## src/rtl/pe_seq_pkg.sv

```systemverilog
// Shared types and constants for the PE command sequencer.
// Command kinds, PE instruction layout, arithmetic op encodings and FSM states.
package pe_seq_pkg;

  localparam int FIFO_W = 66;

  typedef enum logic [1:0] {
    KIND_WRITE = 2'd0,
    KIND_OP    = 2'd1,
    KIND_READ  = 2'd2,
    KIND_RSVD  = 2'd3
  } cmd_kind_e;

  typedef enum logic [2:0] {
    ST_IDLE,
    ST_DRIVE,
    ST_HOLD,
    ST_RD,
    ST_RSP
  } seq_state_e;

  // Field positions of the PE instruction word, MSB first.
  typedef struct packed {
    logic [6:0] opcode;
    logic [4:0] func;
    logic [4:0] rs1;
    logic [4:0] rs2;
    logic [4:0] rs3;
    logic [4:0] rd;
  } pe_instr_t;

  localparam logic [6:0] OPC_ARITH = 7'b0000001;
  localparam logic [4:0] FUNC_ADD  = 5'd1;
  localparam logic [4:0] FUNC_SUB  = 5'd2;
  localparam logic [4:0] FUNC_MUL  = 5'd3;

  function automatic logic op_is_legal(input logic [31:0] word);
    pe_instr_t ins;
    ins = pe_instr_t'(word);
    return (ins.opcode == OPC_ARITH) &&
           (ins.func == FUNC_ADD || ins.func == FUNC_SUB || ins.func == FUNC_MUL);
  endfunction

endpackage

```

## src/rtl/pe_seq_fifo.sv

```systemverilog
// Synchronous command FIFO; a push into an empty FIFO becomes visible one cycle later.
// DEPTH must be a power of two, at least 2.
module pe_seq_fifo #(
  parameter int DEPTH = 8,
  parameter int WIDTH = 66
) (
  input  logic             clk,
  input  logic             rst_n,
  input  logic             push_i,
  input  logic [WIDTH-1:0] wdata_i,
  input  logic             pop_i,
  output logic [WIDTH-1:0] rdata_o,
  output logic             full_o,
  output logic             empty_o
);

  localparam int AW = $clog2(DEPTH);

  logic [WIDTH-1:0] mem_q [DEPTH];
  logic [AW:0]      wr_ptr_q;
  logic [AW:0]      rd_ptr_q;

  // Extra pointer bit distinguishes full from empty.
  assign empty_o = (wr_ptr_q == rd_ptr_q);
  assign full_o  = (wr_ptr_q[AW] != rd_ptr_q[AW]) &&
                   (wr_ptr_q[AW-1:0] == rd_ptr_q[AW-1:0]);
  assign rdata_o = mem_q[rd_ptr_q[AW-1:0]];

  always_ff @(posedge clk) begin
    if (push_i && !full_o) begin
      mem_q[wr_ptr_q[AW-1:0]] <= wdata_i;
    end
  end

  always_ff @(posedge clk or negedge rst_n) begin
    if (!rst_n) begin
      wr_ptr_q <= '0;
      rd_ptr_q <= '0;
    end else begin
      if (push_i && !full_o) wr_ptr_q <= wr_ptr_q + 1'b1;
      if (pop_i && !empty_o) rd_ptr_q <= rd_ptr_q + 1'b1;
    end
  end

endmodule

```

## src/rtl/pe_cmd_seq.sv

```systemverilog
// Command sequencer: queues host commands and replays them onto the PE cfg bus.
// Build macro PE_SEQ_ILLEGAL_CHK_EN: drop malformed PE ops before dispatch and raise err.
//
// state    | meaning
// ST_IDLE  | waiting; pops and dispatches the FIFO head when present
// ST_DRIVE | cfg_we high, PE latches the command at the end edge
// ST_HOLD  | cfg bus held, PE commits; may dispatch the next command
// ST_RD    | cfg_addr presents read address, rdata captured at end edge
// ST_RSP   | response held until rsp_ready; may dispatch the next command
module pe_cmd_seq
  import pe_seq_pkg::*;
#(
  parameter int FIFO_DEPTH = 8,
  parameter int CNT_W      = 16
) (
  input  logic             clk,
  input  logic             rst_n,
  input  logic             cmd_valid,
  output logic             cmd_ready,
  input  logic [1:0]       cmd_kind,
  input  logic [31:0]      cmd_addr,
  input  logic [31:0]      cmd_wdata,
  output logic             rsp_valid,
  input  logic             rsp_ready,
  output logic [31:0]      rsp_data,
  output logic [31:0]      pe_cfg_addr,
  output logic [31:0]      pe_cfg_wdata,
  output logic             pe_cfg_we,
  output logic             pe_cfg_en,
  input  logic [31:0]      pe_cfg_rdata,
  output logic             busy,
  output logic             done_irq,
  output logic [CNT_W-1:0] op_count,
  output logic             err,
  input  logic             err_clr
);

  seq_state_e        state_q, state_d;
  logic [31:0]       addr_q, addr_d;
  logic [31:0]       wdata_q, wdata_d;
  logic              is_op_q, is_op_d;
  logic              rsp_valid_q, rsp_valid_d;
  logic [31:0]       rsp_data_q, rsp_data_d;
  logic [CNT_W-1:0]  op_count_q;
  logic [1:0]        cnt_inc;
  logic              busy_q, done_irq_q;
  logic              dispatch, legal;
  logic              fifo_push, fifo_pop, fifo_full, fifo_empty;
  logic [FIFO_W-1:0] fifo_wdata, fifo_rdata;
  cmd_kind_e         head_kind;
  logic [31:0]       head_addr, head_wdata;

  assign fifo_push  = cmd_valid && !fifo_full;
  assign fifo_wdata = {cmd_kind, cmd_addr, cmd_wdata};
  assign cmd_ready  = !fifo_full;
  assign head_kind  = cmd_kind_e'(fifo_rdata[65:64]);
  assign head_addr  = fifo_rdata[63:32];
  assign head_wdata = fifo_rdata[31:0];

  pe_seq_fifo #(
    .DEPTH (FIFO_DEPTH),
    .WIDTH (FIFO_W)
  ) u_fifo (
    .clk     (clk),
    .rst_n   (rst_n),
    .push_i  (fifo_push),
    .wdata_i (fifo_wdata),
    .pop_i   (fifo_pop),
    .rdata_o (fifo_rdata),
    .full_o  (fifo_full),
    .empty_o (fifo_empty)
  );

`ifdef PE_SEQ_ILLEGAL_CHK_EN
  logic err_q, err_set;

  // Clear wins over a same-cycle set.
  always_ff @(posedge clk or negedge rst_n) begin
    if (!rst_n)       err_q <= 1'b0;
    else if (err_clr) err_q <= 1'b0;
    else if (err_set) err_q <= 1'b1;
  end
  assign err = err_q;
`else
  logic unused_err_clr;
  assign unused_err_clr = err_clr;
  assign err = 1'b0;
`endif

  always_comb begin
    state_d     = state_q;
    addr_d      = addr_q;
    wdata_d     = wdata_q;
    is_op_d     = is_op_q;
    rsp_valid_d = rsp_valid_q;
    rsp_data_d  = rsp_data_q;
    fifo_pop    = 1'b0;
    cnt_inc     = 2'd0;
    dispatch    = 1'b0;
    legal       = 1'b1;
    pe_cfg_we   = 1'b0;
    pe_cfg_en   = 1'b0;
`ifdef PE_SEQ_ILLEGAL_CHK_EN
    err_set     = 1'b0;
`endif
    case (state_q)
      ST_IDLE: dispatch = 1'b1;
      ST_DRIVE: begin
        pe_cfg_we = 1'b1;
        pe_cfg_en = is_op_q;
        state_d   = ST_HOLD;
      end
      ST_HOLD: begin
        cnt_inc  = 2'd1;
        dispatch = 1'b1;
      end
      ST_RD: begin
        rsp_data_d  = pe_cfg_rdata;
        rsp_valid_d = 1'b1;
        state_d     = ST_RSP;
      end
      ST_RSP: begin
        if (rsp_ready) begin
          rsp_valid_d = 1'b0;
          cnt_inc     = 2'd1;
          dispatch    = 1'b1;
        end
      end
      default: state_d = ST_IDLE;
    endcase

    // Shared pop/dispatch path for IDLE, HOLD and RSP handshake.
    if (dispatch) begin
      state_d = ST_IDLE;
      if (!fifo_empty) begin
        fifo_pop = 1'b1;
        case (head_kind)
          KIND_WRITE, KIND_OP: begin
`ifdef PE_SEQ_ILLEGAL_CHK_EN
            legal   = (head_kind != KIND_OP) || op_is_legal(head_addr);
            err_set = !legal;
`endif
            if (legal) begin
              state_d = ST_DRIVE;
              addr_d  = head_addr;
              wdata_d = head_wdata;
              is_op_d = (head_kind == KIND_OP);
            end
          end
          KIND_READ: begin
            state_d = ST_RD;
            addr_d  = head_addr;
          end
          default: cnt_inc = cnt_inc + 2'd1;
        endcase
      end
    end
  end

  assign busy = (state_q != ST_IDLE) || !fifo_empty;

  always_ff @(posedge clk or negedge rst_n) begin
    if (!rst_n) begin
      state_q     <= ST_IDLE;
      addr_q      <= '0;
      wdata_q     <= '0;
      is_op_q     <= 1'b0;
      rsp_valid_q <= 1'b0;
      rsp_data_q  <= '0;
      op_count_q  <= '0;
      busy_q      <= 1'b0;
      done_irq_q  <= 1'b0;
    end else begin
      state_q     <= state_d;
      addr_q      <= addr_d;
      wdata_q     <= wdata_d;
      is_op_q     <= is_op_d;
      rsp_valid_q <= rsp_valid_d;
      rsp_data_q  <= rsp_data_d;
      op_count_q  <= op_count_q + CNT_W'(cnt_inc);
      busy_q      <= busy;
      done_irq_q  <= busy_q && !busy;
    end
  end

  assign pe_cfg_addr  = addr_q;
  assign pe_cfg_wdata = wdata_q;
  assign rsp_valid    = rsp_valid_q;
  assign rsp_data     = rsp_data_q;
  assign op_count     = op_count_q;
  assign done_irq     = done_irq_q;

endmodule

```

## config.mk

```make
export PLATFORM = sky130hd
export DESIGN_NAME = pe_cmd_seq
export DESIGN_NICKNAME = d
export VERILOG_FILES = /design/src/rtl/pe_seq_pkg.sv /design/src/rtl/pe_seq_fifo.sv /design/src/rtl/pe_cmd_seq.sv
export SDC_FILE = /design/constraint.sdc
export NUM_CORES = 1
export LEC_CHECK = 0
export CAP_MARGIN = 20
export CELL_PAD_IN_SITES_DETAIL_PLACEMENT = 1
export CELL_PAD_IN_SITES_GLOBAL_PLACEMENT = 1
export CORE_MARGIN = 5
export CORE_UTILIZATION = 46
export DETAILED_ROUTE_END_ITERATION = 8
export PLACE_DENSITY = 0.83
export SYNTH_ARGS = -nofsm -noshare
export SYNTH_HDL_FRONTEND = slang
export SYNTH_HIERARCHICAL = 1
export SYNTH_SLANG_ARGS = --single-unit
```

## constraint.sdc

```tcl
create_clock -name clk -period 9.5 [get_ports clk]
set_input_delay 1.9 -clock clk [delete_from_list [all_inputs] [get_ports clk]]
set_output_delay 1.9 -clock clk [all_outputs]
set_load 0.005 [all_outputs]
```

==> flow_summary_export.csv <==
group,metric,value,unit
outcome,status,"completed",
sta,final.setup.tns,0,ns
cts,cts_buffer_depth,3,
cts,cts.root.buffer_cell,"clkbuf_16",
sta,worst_slew_pin_slew,1.13,ns
route,routed_wl,57400,µm
pwr,max-vdd-ir-drop,0.196,mV
cts,postCtsSetupBuffers,0,
yosys,yosysWarnings,6,
sta,min_period,5.34,ns
die,die_y,243,µm
cells_and_area,multiInputGateArea,5700,µm²
route,ant_nets,0,
cells_and_area,areaGrowthSynthToFinish,20.8,%
die,start_util,0.465,
die,core,53900,µm²
yosys,synth_edf_count,528,
yosys,synth_adder_area_share,0.00330,
sta,fin_worst_skew,0.0277,ns
run,cap_violations,0,
cts,cts_buffers,70,
cts,clk_latency,0.60,ns
global_route,grt_pass1_vias,13589,
setup_path,critPathRequiredTime,10.03,ns
yosys,yosysUniqueCellTypes,46,
yosys,synthSimpleGateAreaFrac,0.0137,
setup_path,critPathKind,"flop to flop",
yosys,synth.net_count,1229,
cts,clock_sink_count,655,
yosys,synth-compound-area-share,0.00599,
route,vias_per_cell,5.61,
setup_path,critPathMaxFanout,41,
yosys,async_flop_share,0.194,
setup_path,crit_chain,"buf_4, buf_4, mux4_2, mux2_2, and2_1, ha_1, a22o_1, ha_1, inv_1, fa_1, or3_1, nor3_1, xor2_1",
sta,timing.final.crit_share,0.562,
yosys,synth_top_family_by_area,"multiplexers",
setup_path,crit_path_max_incr_delay,0.74,ns
die,rows,85,
cts,cts_tree,"yes",
yosys,synth-seq-area-share,0.760,
die,die_area,59200,µm²
cells_and_area,regArea,19000,µm²
sta,hold_viol,0,
sta,rsz0062_at_grt,"no",
die,die_w,243,µm
yosys,syn_area,25100,µm²
pwr,total_power,9.98,mW
yosys,synth-xor-area-share,0.00939,
route,wire_per_inst,26.9,µm
pwr,power.density,330,nW/µm²
setup_path,end_kind,"flop",
setup_path,path_delay_family,"buffers and inverters",
sta,slew_headroom,0.247,
hold_path,hold_class,"flop to flop",
yosys,muxShareOfSynthArea,0.193,
cts,cts_resized,0,
route,first_iter_violations,701,
setup_path,worstSetupStartpointType,"flop",
yosys,synthFlopType,"edfxtp_1",
sta,setup_viol,0,
sta,max_freq,0.187,GHz
yosys,synth_top_area_frac,0.633,
global_route,grt_pass1_wl,87600,µm
global_route,gr-total-overflow,0,
global_route,antenna_found_initial,5,
cts,clk_pin_slew_worst_paths,0.06,ns
route,drc,0,
cts,cts_hold_buffers,0,
die,ios,222,
yosys,synth-seq-cells,655,
pwr,p_leak,10.2,nW
setup_path,crit_buf_inv,3,
setup_path,worst_path_max_delay_cell,"buf_4",
global_route,grt_max_degree,60,
yosys,synth_area_per_cell,22.4,µm²
placed_design,gp_congestion,0.719,
cells_and_area,drive_gt1_frac,0.286,
setup_path,crit_arrival,5.86,ns
yosys,synthCells,1120,
yosys,synthTopCellsByArea,"edfxtp_1 (63%), dfrtp_1 (13%), mux4_2 (12%), mux2_2 (5.8%), mux2_1 (1.6%)",
global_route,grt.total_usage,0.195,
route,vias,11990,
cts,htreeDepth,3,
placed_design,place.port_buffers,219,
placed_design,dp.final_hpwl,32000,µm
route,drt_pass1_iterations,5,
cells_and_area,fill_cells,4604,
sta,final_max_slew_viol_count,0,
yosys,synth_top_cell_by_area,"edfxtp_1",
cells_and_area,nets,1493,
==> cell families (layout without fill, tap and decap cells) <==
family                     after synthesis  count (layout)
other                                    1               2
xor gates and xnor gates                26              26
muxes                                  297             297
DFF                                    655             655
and+or+nand+nor                         58              58
adders and majority gates                6               6
AOI/OAI and AO/OA                       16              16
buffers and inverters                   61             380
==> state kept, by name, summed over array words and instances (netlist names), 3 cells and up <==
signal	cells
op_count	16
pe_cfg_addr	32
pe_cfg_wdata	32
rsp_data	32
state_q	3
u_fifo/mem_q	528
u_fifo/rd_ptr_q	4
u_fifo/wr_ptr_q	4
==> report_power, final <==
group | switching (mW) | leakage (nW) | internal [mW] | total [mW]
clock network | 1.09 | 1.08 | 1.53 | 2.62
logic | 1.47 | 2.82 | 1.72 | 3.19
registers | 0.368 | 6.30 | 3.79 | 4.16
total | 2.94 | 10.2 | 7.04 | 9.98
==> routing by layer <==
layer  wire [µm]  GRT usage  up-vias  part of all wire
li1            -          -     5086                 -
met1       23400      0.254     6432              0.41
met2       29500      0.333      378              0.51
met3        3540     0.0490       86             0.062
met4         953     0.0469        8             0.017
met5          55          0        -           0.00096
==> cell usage in the layout (no fill, tap or decap), types with 3 or more instances in the layout <==
cell type / netlist / layout
dfrtp_1: 127 / 124
clkinv_2: 0 / 14
buf_4: 2 / 25
mux2_2: 129 / 129
nor4_2: 0 / 3
edfxtp_1: 528 / 528
nand2b_1: 3 / 3
a21oi_1: 4 / 4
nor2_1: 8 / 7
clkbuf_16: 0 / 71
clkinvlp_4: 0 / 4
xor2_1: 10 / 10
inv_1: 8 / 8
ha_1: 5 / 5
mux2_1: 36 / 36
clkbuf_8: 0 / 5
mux4_2: 132 / 132
clkinv_1: 0 / 7
clkdlybuf4s50_1: 0 / 218
xnor2_1: 15 / 15
clkbuf_1: 12 / 17
nand2_1: 12 / 12
nor4b_2: 0 / 4
bufinv_16: 0 / 4
dfrtp_4: 0 / 3
nand3_1: 8 / 8
nand3b_1: 4 / 4
nand4_1: 3 / 3
==> cell usage after synthesis, types with 2 or more instances <==
cell type and number:
nand2_1 12, mux2_2 129, xor2_1 10, nor4b_1 4, nand3_1 8, nand4_1 3, buf_2 23, ha_1 5
nand3b_1 4, clkbuf_1 12, nor4_1 3, a41oi_1 2, o41ai_2 2, a311o_1 2, o311ai_1 2, buf_8 2
and2b_1 2, inv_1 8, mux4_2 132, nor2_1 8, and2_1 2, nand2b_1 3, xnor2_1 15, nor3_1 2
buf_4 2, mux2_1 36, a21oi_1 4, buf_1 2, buf_6 11, dfrtp_1 127, edfxtp_1 528
==> through the flow <==
step	cell area [µm²]	instances	util	hold slack (ns)	setup WS, ns
detailed placement	28000	2007	0.520	0.462	4.03
global placement	28000	2007	0.520	0.464	4.10
finish	30300	2136	0.561	0.473	4.16
floorplan	25100	1120	-	0.448	-0.322
global route	30300	2135	0.561	0.498	3.71
CTS	30200	2134	0.561	0.478	3.98
==> area by class of cell <==
| type | count | area share |
|---|---|---|
| Multi-Input combinational cell | 404 | 0.188 |
| Timing Repair Buffer | 245 | 0.0793 |
| Inverter | 8 | 0.000992 |
| Antenna cell | 1 | 0.0000827 |
| Clock inverter | 34 | 0.0101 |
| Clock buffer | 93 | 0.0631 |
| Sequential cell | 655 | 0.629 |
| Tap cell | 696 | 0.0288 |
==> path summary, 6_finish.rpt <==
kind | start | endpoint | slack (ns) | cells after the start
worst max-delay path | u_fifo/rd_ptr_q[0] | op_count[12] | 4.16 | 13
worst min-delay path | busy_q | done_irq | 0.47 | 2
worst max register to register | u_fifo/rd_ptr_q[0] | op_count[12] | 4.16 | 13
worst min register to register | busy_q | done_irq | 0.47 | 2
max in group asynchronous | rst_n | u_fifo/rd_ptr_q[2] | 6.46 | 3
min in group asynchronous | rst_n | pe_cfg_wdata[24] | 1.20 | 1
==> worst min-delay path, delay by kind of cell, from the launching register on <==
kind,cells,cell delay [ns]
AND/OR/NAND/NOR,1,0.04
buffers and inverters,1,0.05
flip-flops,1,0.35
Note: power is estimated with default switching activity, not from simulation.
